### config.mk
export PLATFORM = sky130hd
export DESIGN_NAME = axi_lite_multiport_arbiter
export DESIGN_NICKNAME = d
export VERILOG_FILES = /design/src/rtl/axi_lite_multiport_arbiter.sv
export SDC_FILE = /design/constraint.sdc
export NUM_CORES = 1
export LEC_CHECK = 0
export CAP_MARGIN = 20
export CORE_AREA = 2 2 127 129
export CTS_CLUSTER_DIAMETER = 80
export DETAILED_ROUTE_END_ITERATION = 7
export DIE_AREA = 0 0 129 131
export PLACE_DENSITY = 0.85
export SLEW_MARGIN = 20
export SYNTH_ARGS = -nofsm -noshare
export SYNTH_HDL_FRONTEND = slang
export SYNTH_SLANG_ARGS = --single-unit
### constraint.sdc
create_clock -name CLK -period 1.8 [get_ports CLK]
set_input_delay 0.27 -clock CLK [delete_from_list [all_inputs] [get_ports CLK]]
set_output_delay 0.27 -clock CLK [all_outputs]
set_load 0.02 [all_outputs]
### src/rtl/axi_lite_multiport_arbiter.sv
// axi_lite_multiport_arbiter: arbitrates NUM_PORTS valid/ready requesters (req_*/rsp_*) onto one AXI4-lite master (M_AXI_*), CLK rising edge, RST sync active-high
module axi_lite_multiport_arbiter #(
  parameter int NUM_PORTS = 2,
  parameter int ADDR_WIDTH = 32,
  parameter int DATA_WIDTH = 32,
  parameter int ARB_MODE = 1,
  parameter logic [2:0] AXI_PROT = 3'b000
) (
  input  logic                              CLK,
  input  logic                              RST,
  input  logic [NUM_PORTS-1:0]              req_valid,
  output logic [NUM_PORTS-1:0]              req_ready,
  input  logic [NUM_PORTS-1:0]              req_write,
  input  logic [NUM_PORTS*ADDR_WIDTH-1:0]   req_addr,
  input  logic [NUM_PORTS*DATA_WIDTH-1:0]   req_wdata,
  input  logic [NUM_PORTS*DATA_WIDTH/8-1:0] req_wstrb,
  output logic [NUM_PORTS-1:0]              rsp_valid,
  output logic [DATA_WIDTH-1:0]             rsp_rdata,
  output logic                              rsp_err,
  output logic                              M_AXI_AWVALID,
  input  logic                              M_AXI_AWREADY,
  output logic [ADDR_WIDTH-1:0]             M_AXI_AWADDR,
  output logic [2:0]                        M_AXI_AWPROT,
  output logic                              M_AXI_WVALID,
  input  logic                              M_AXI_WREADY,
  output logic [DATA_WIDTH-1:0]             M_AXI_WDATA,
  output logic [DATA_WIDTH/8-1:0]           M_AXI_WSTRB,
  input  logic                              M_AXI_BVALID,
  output logic                              M_AXI_BREADY,
  input  logic [1:0]                        M_AXI_BRESP,
  output logic                              M_AXI_ARVALID,
  input  logic                              M_AXI_ARREADY,
  output logic [ADDR_WIDTH-1:0]             M_AXI_ARADDR,
  output logic [2:0]                        M_AXI_ARPROT,
  input  logic                              M_AXI_RVALID,
  output logic                              M_AXI_RREADY,
  input  logic [DATA_WIDTH-1:0]             M_AXI_RDATA,
  input  logic [1:0]                        M_AXI_RRESP
);
  localparam int IW = NUM_PORTS > 1 ? $clog2(NUM_PORTS) : 1;
  localparam int SW = DATA_WIDTH / 8;
  typedef enum logic [2:0] {IDLE, AR, R, AW_W, AW, W, B} state_t;
  state_t state, state_nx;
  logic [IW-1:0] ptr, g, win;
  logic found, grant, done, unused;
  logic [ADDR_WIDTH-1:0] addr;
  logic [DATA_WIDTH-1:0] wdata;
  logic [SW-1:0] wstrb;
  always_comb begin
    int j;
    j = 0;
    found = 1'b0;
    win = '0;
    for (int k = 0; k < NUM_PORTS; k++) begin
      j = ARB_MODE != 0 ? int'(ptr) + k : k;
      j = j >= NUM_PORTS ? j - NUM_PORTS : j;
      if (!found && req_valid[j]) begin
        found = 1'b1;
        win = IW'(j);
      end
    end
  end
  assign grant = !RST && state == IDLE && rsp_valid == '0 && found;
  assign req_ready = grant ? NUM_PORTS'(1) << win : '0;
  assign done = (state == R && M_AXI_RVALID) || (state == B && M_AXI_BVALID);
  always_comb begin
    state_nx = state;
    case (state)
      IDLE: state_nx = grant ? (req_write[win] ? AW_W : AR) : IDLE;
      AR: state_nx = M_AXI_ARREADY ? R : AR;
      R: state_nx = M_AXI_RVALID ? IDLE : R;
      AW_W: state_nx = M_AXI_AWREADY && M_AXI_WREADY ? B : M_AXI_AWREADY ? W : M_AXI_WREADY ? AW : AW_W;
      AW: state_nx = M_AXI_AWREADY ? B : AW;
      W: state_nx = M_AXI_WREADY ? B : W;
      B: state_nx = M_AXI_BVALID ? IDLE : B;
      default: state_nx = IDLE;
    endcase
  end
  always_ff @(posedge CLK) begin
    if (RST) begin
      state <= IDLE;
      ptr <= '0;
      g <= '0;
      addr <= '0;
      wdata <= '0;
      wstrb <= '0;
      rsp_valid <= '0;
      rsp_rdata <= '0;
      rsp_err <= 1'b0;
    end else begin
      state <= state_nx;
      rsp_valid <= done ? NUM_PORTS'(1) << g : '0;
      if (grant) begin
        g <= win;
        ptr <= int'(win) == NUM_PORTS - 1 ? '0 : win + 1'b1;
        addr <= req_addr[win*ADDR_WIDTH +: ADDR_WIDTH];
        wdata <= req_wdata[win*DATA_WIDTH +: DATA_WIDTH];
        wstrb <= req_wstrb[win*SW +: SW];
      end
      if (done) begin
        rsp_rdata <= state == R ? M_AXI_RDATA : '0;
        rsp_err <= state == R ? M_AXI_RRESP[1] : M_AXI_BRESP[1];
      end
    end
  end
  assign M_AXI_ARVALID = state == AR;
  assign M_AXI_ARADDR = addr;
  assign M_AXI_ARPROT = AXI_PROT;
  assign M_AXI_RREADY = state == R;
  assign M_AXI_AWVALID = state == AW_W || state == AW;
  assign M_AXI_AWADDR = addr;
  assign M_AXI_AWPROT = AXI_PROT;
  assign M_AXI_WVALID = state == AW_W || state == W;
  assign M_AXI_WDATA = wdata;
  assign M_AXI_WSTRB = wstrb;
  assign M_AXI_BREADY = state == B;
  assign unused = ^{M_AXI_RRESP[0], M_AXI_BRESP[0]};
endmodule
==> After elaboration in Yosys (flattened, before gate mapping) <==
Index checks and enable logic that the tools add are counted.
{ "totals": {"out_inout_bits": 148, "regBits": 108, "input_bits": 183} }
{ "classes": {"n_reduce_logical": 15, "n_bitwise": 1, "addsub": 4, "order_cmp": 5, "n_shift": 5, "mux": 29, "eq_ne": 6} }
{ "op_table": {"columns": ["op", "n"], "rows": [
  ["indexed part select 64 x 7 -> 32 bit", 2],
  ["two-way mux 32 bit", 3],
  ["< comparator 32 x 3 -> 1 bit, second input constant", 2],
  ["case mux 3 bit (7 select lines)", 1],
  ["two-way mux 1 bit", 14],
  ["two-way mux 2 bit", 7],
  ["two-way mux 3 bit", 4],
  ["equality test 3 bit, second input constant", 3],
  ["indexed part select 8 x 4 -> 4 bit", 1],
  ["logical AND 1 bit", 7],
  ["equality test 3 x 2 -> 1 bit, second input constant", 2],
  ["<< shifter 1 x 1 -> 2 bit, first input constant", 2],
  ["equality test 3 x 1 -> 1 bit, second input constant", 1],
  ["logical NOT 3 bit", 1],
  ["logical OR 1 bit", 3],
  ["subtractor 1 x 2 -> 3 bit, second input constant", 1],
  ["subtractor 2 x 2 -> 3 bit, second input constant", 1],
  ["adder 1 x 1 -> 2 bit, second input constant", 1],
  [">= comparator 1 x 2 -> 1 bit, second input constant", 1],
  [">= comparator 2 bit, second input constant", 1],
  ["logical NOT 1 bit", 2],
  ["logical NOT 2 bit", 1],
  ["< comparator 1 x 2 -> 1 bit, second input constant", 1],
  ["OR reduction 2 bit", 1],
  ["other kinds (2)", 2]
]} }

==> Logic depth before layout (Yosys ltp) <==
{ "logic_depth": {"ltp_word": 14, "ltp_mapped": 7, "depth_no_buf": 6} }

==> Worst setup path after synthesis <==
OpenSTA, ideal clock, no wires.
{ "synth_path": {"kind": "register to output", "start": "reg state[0]", "end": "out req_ready[0]", "stages_incl_launch_ff": 6, "arrival_time_ns": 1.357, "setup_slack_ns": 0.173, "t_required_ns": 1.530, "path_cell_list": "dfxtp_1 -> nor4_4 -> o211a_4 -> buf_6 -> buf_4 -> and2_1"} }
{ "synth_between": {"elab_chain_len": 5} }
{ "synth_rtl": {"columns": ["item", "line_no", "text"], "rows": [
  ["start, declared", "43", "state_t state, state_nx;"],
  ["start signal, assigned", "91", "state <= state_nx;"],
  ["logical NOT 3 bit", "63", "assign grant = !RST && state == IDLE && rsp_valid == '0 && found;"],
  ["logical AND 1 bit (3 in a row)", "63", null],
  ["two-way mux 2 bit", "64", "assign req_ready = grant ? NUM_PORTS'(1) << win : '0;"],
  ["end, declared", "12", "output logic [NUM_PORTS-1:0] req_ready,"]
]} }
Every way passes these cells.

==> Worst setup path after layout <==
{ "layout_path": {"start": "reg rsp_valid[0]", "end": "out req_ready[0]"} }
{ "layout_between": {"elab_chain_len": 4} }
{ "layout_rtl": {"columns": ["item", "line_no", "text"], "rows": [
  ["start, declared", "17", "output logic [NUM_PORTS-1:0] rsp_valid,"],
  ["start signal, assigned", "92", "rsp_valid <= done ? NUM_PORTS'(1) << g : '0;"],
  ["logical NOT 2 bit", "63", null],
  ["logical AND 1 bit (2 in a row)", "63", null],
  ["two-way mux 2 bit", "64", null]
]} }
Every way passes these cells.

==> run summary <==
The detailed-route wire length on metal 1 is 6310 um. The slowest stage cell on the critical path is dfxtp_2. In this run the critical register-to-register path is launched from rsp_valid[0]$_SDFF_PP0_.

The worst path arrival time came out at 1620 ps. Setup repair after global routing could not meet its margin everywhere. Wires add up to 15600 um. The final reports fail on negative setup slack.

The overall overflow remaining after global route is 0. After synthesis the netlist holds a flip-flop and latch count of 108. The area of the placeable core came out at 15600 um^2. For the pin with the worst max-slew slack, the measured transition is 571 ps.

The via count of the routed design is 4596. After legalization and detailed placement, the total HPWL measured 11900 um. From synthesis to final layout, the design area changed by 71.5%.

Once the floorplan was initialized, standard cells occupied 32.4% of the core. The placer's final routability congestion estimate came out at 0.819. The first-pass GRT wire length came out at 22300 um. The cell family contributing the most delay on the critical path is simple AND/OR/NAND/NOR gates. Along the worst hold path, the cell count comes to 1.

The die is 131 um tall. Sorting the synthesized cells by area gives the leading types as dfxtp_1 (43%), mux2i_1 (14%), a211oi_2 (9.9%). The library cell used most frequently in the layout, excluding fill and tap cells, is clkdlybuf4s50_1.

Static timing analysis puts the maximum clock frequency at 530 MHz. In this run, synthesis inferred 0 flip-flops with an integrated enable. The worst-case clock buffer depth came out at 2. Signal routing reaches up to met4. The row count is 46. The largest single stage delay on the critical path is 340 ps. The critical path goes through nor4_4 > o211a_4 > buf_8 > and2_4 > buf_6. The length of routed met3 wiring is 944 um. For this run, the leading register cell type out of synthesis is dfxtp_1. The area enclosed by the die boundary is 16900 um^2. The share of synthesized registers carrying an async set or reset is 0%. TritonCTS built the clock tree. The setup check on the worst reg-to-reg path leaves a slack of -10 ps. The number of cells on the worst reg-to-reg path is 6.

The fraction of layout instances using a drive strength above 1 came out at 13.2%. The maximum fanout count along the critical path is 5. The H-tree was split into 3 levels.

The final hold violation count came out at 0. For this run, the total global-route usage over all layers was measured as 16.9%. The largest net degree at the start of global routing is 94. The tree is rooted in a clkbuf_16. The depth of the critical timing path with buffers and inverters included came out at 5.

The remaining antenna violation count after routing came out at 0. The buffering stage count on the worst path with inverters included came out at 2. The detailed-route wire length per cell is 15.7 um. The type of the worst min-delay path is flip-flop to flip-flop. The final design instance area without fill is 8670 um^2.

Measured along the x axis, the die boundary spans 129 um. The count of buffers from port buffering is 322. The worst-skew pair later-pin latency came out at 350 ps. The final critical delay including setup and external delays came out at 1890 ps. The average vias per placed instance is 4.61.

The total of hold buffers inserted after clock tree synthesis is 0. The register area share after synthesis is 42.8%. The number of global-route vias before repair is 4388. The final number of max-transition violations came out at 0. Setup slack on the critical path of the routed design comes to -88.3 ps. The DRC violation total after the first TritonRoute iteration came out at 212. The count of max-cap constraint violations is 0. The DRC violations left came out at 0. During synthesis, Yosys emitted a total of 0 warnings. The TritonCTS buffer count came out at 9.

The count of mapped cells out of synthesis is 490. The final-layout fill cell count is 1380. The number of antenna violations at the first check in global routing came to 0. The synthesized netlist contains 38 unique library cells. The total iterations of the first detailed-routing run is 5. The startpoint of the worst hold path is g$_SDFFE_PP0N_. The worst setup path is of the flip-flop to output port kind. The worst supply voltage drop on vdd came out at 0.000401 V. The clock input transition at the sequential cells of the worst setup and hold paths came out at 70 ps. The power density relative to cell area came out at 848 nW/um^2. The final setup skew is 7.44 ps.

The worst setup path is launched from a flip-flop. The final layout net count came out at 961. The post-synthesis area per instance came out at 10.3 um^2. The static power due to leakage came out at 3.47 nW.

The clock sink total is 108. The routed design uses 8080 um of met2 wire. The worst hold path terminates at rsp_valid[0]$_SDFF_PP0_. The fraction of post-synthesis cell area in the top cell type by area came out at 42.8%. The part of the cycle the worst path needs is 105%. In this run the critical register-to-register path is captured at M_AXI_ARADDR[23]$_SDFFE_PP0N_. 331 I/O pins were placed. In the layout the commonest cells are clkdlybuf4s50_1 (313), dfxtp_1 (105), nor2_1 (73). The final number of setup-violating endpoints came out at 4. The worst pin sits at a relative slew slack of 61.9%. STA classifies the critical path endpoint as an output port.

The run finished, with violations left. On the final layout, the worst hold slack is 465 ps. After detailed placement, the total cell area comes to 8270 um^2.

The largest total area in the synthesized netlist belongs to dfxtp_1. The data required time at the worst endpoint is 1530 ps. 0 antenna diodes ended up in the layout. The setup slack after placement is -294 ps.

The mapped cell area came out at 5060 um^2.
==> layout make-up <==
cell class	count	area (um^2)	share of cell area, %
Clock buffer	10	239	2.76
Timing Repair Buffer	349	3500	40.4
Tap cell	216	270	3.12
Inverter	6	22.5	0.260
Multi-Input combinational cell	301	2370	27.4
Sequential cell	108	2170	25.0
Clock inverter	6	93.8	1.08
==> sequential cells by signal, indices dropped and copies added (netlist names) <==
signal        cells
M_AXI_WSTRB       4
rsp_valid         2
rsp_err           1
rsp_rdata        32
M_AXI_WDATA      32
g                 1
state             3
M_AXI_ARADDR     32
ptr               1
==> timing repair <==
action                     4_1_cts  5_1_grt
pin swaps                        0       17
setup endpoints to repair       42       50
setup buffers                    0        5
resized for setup               26       13
==> kinds of logic after synthesis <==
family / count (synthesis) / share of synthesized area (%)
mux: 69 / 13.7
simple gates: 101 / 8.93
flops: 108 / 42.8
compound gates: 121 / 22.4
xor+xnor: 1 / 0.173
fa+ha+maj: 3 / 0.742
buf+inv: 86 / 11.3
other cells: 1 / 0.0742
==> how the worst max path moves through the flow <==
| stage | startpoint | end | slack (ps) |
|---|---|---|---|
| after floorplan | state[0]$_SDFF_PP0_ | req_ready[0] | 170 |
| after global placement | req_valid[1] | req_ready[1] | -280 |
| after detailed placement | req_valid[1] | req_ready[1] | -290 |
| after CTS | state[0]$_SDFF_PP0_ | req_ready[0] | -120 |
| after global routing | rsp_valid[0]$_SDFF_PP0_ | req_ready[0] | -150 |
| final | rsp_valid[0]$_SDFF_PP0_ | req_ready[0] | -90 |
==> through the flow <==
step	TNS, ps	utilization [%]	total power (W)	instances
5_1_grt	-2290	55.6	0.00767	996
4_1_cts	-196	55.2	0.00739	991
6_report	-140	55.6	0.00735	996
3_5_place_dp	-13900	53.0	0.00518	975
2_1_floorplan	0	-	0.00412	495
3_3_place_gp	-10920	53.0	0.00514	975
==> where the power goes <==
group          switching, W  internal [W]  leakage [nW]
logic               0.00111       0.00126          2.42
clock network      0.000926       0.00127         0.160
registers          0.000161       0.00261         0.887
total               0.00220       0.00515          3.47
==> per-layer routing <==
metal  vias up  GRT usage (%)
met3        19           3.66
met5         -              0
met4         0           6.27
li1       2285              -
met1      2125           19.9
met2       167           30.2
==> synth_stat cells (all sizes together), types with 3 or more instances <==
cell    number
mux2i       69
clkbuf      13
a211oi      68
nor2        74
nor3b        3
o21ai        5
a21oi        7
ha           3
nand2        7
buf         67
nor3         3
a22o        32
dfxtp      108
and2         3
nand2b       3
inv          6
Power figures use the tool's default switching activity.
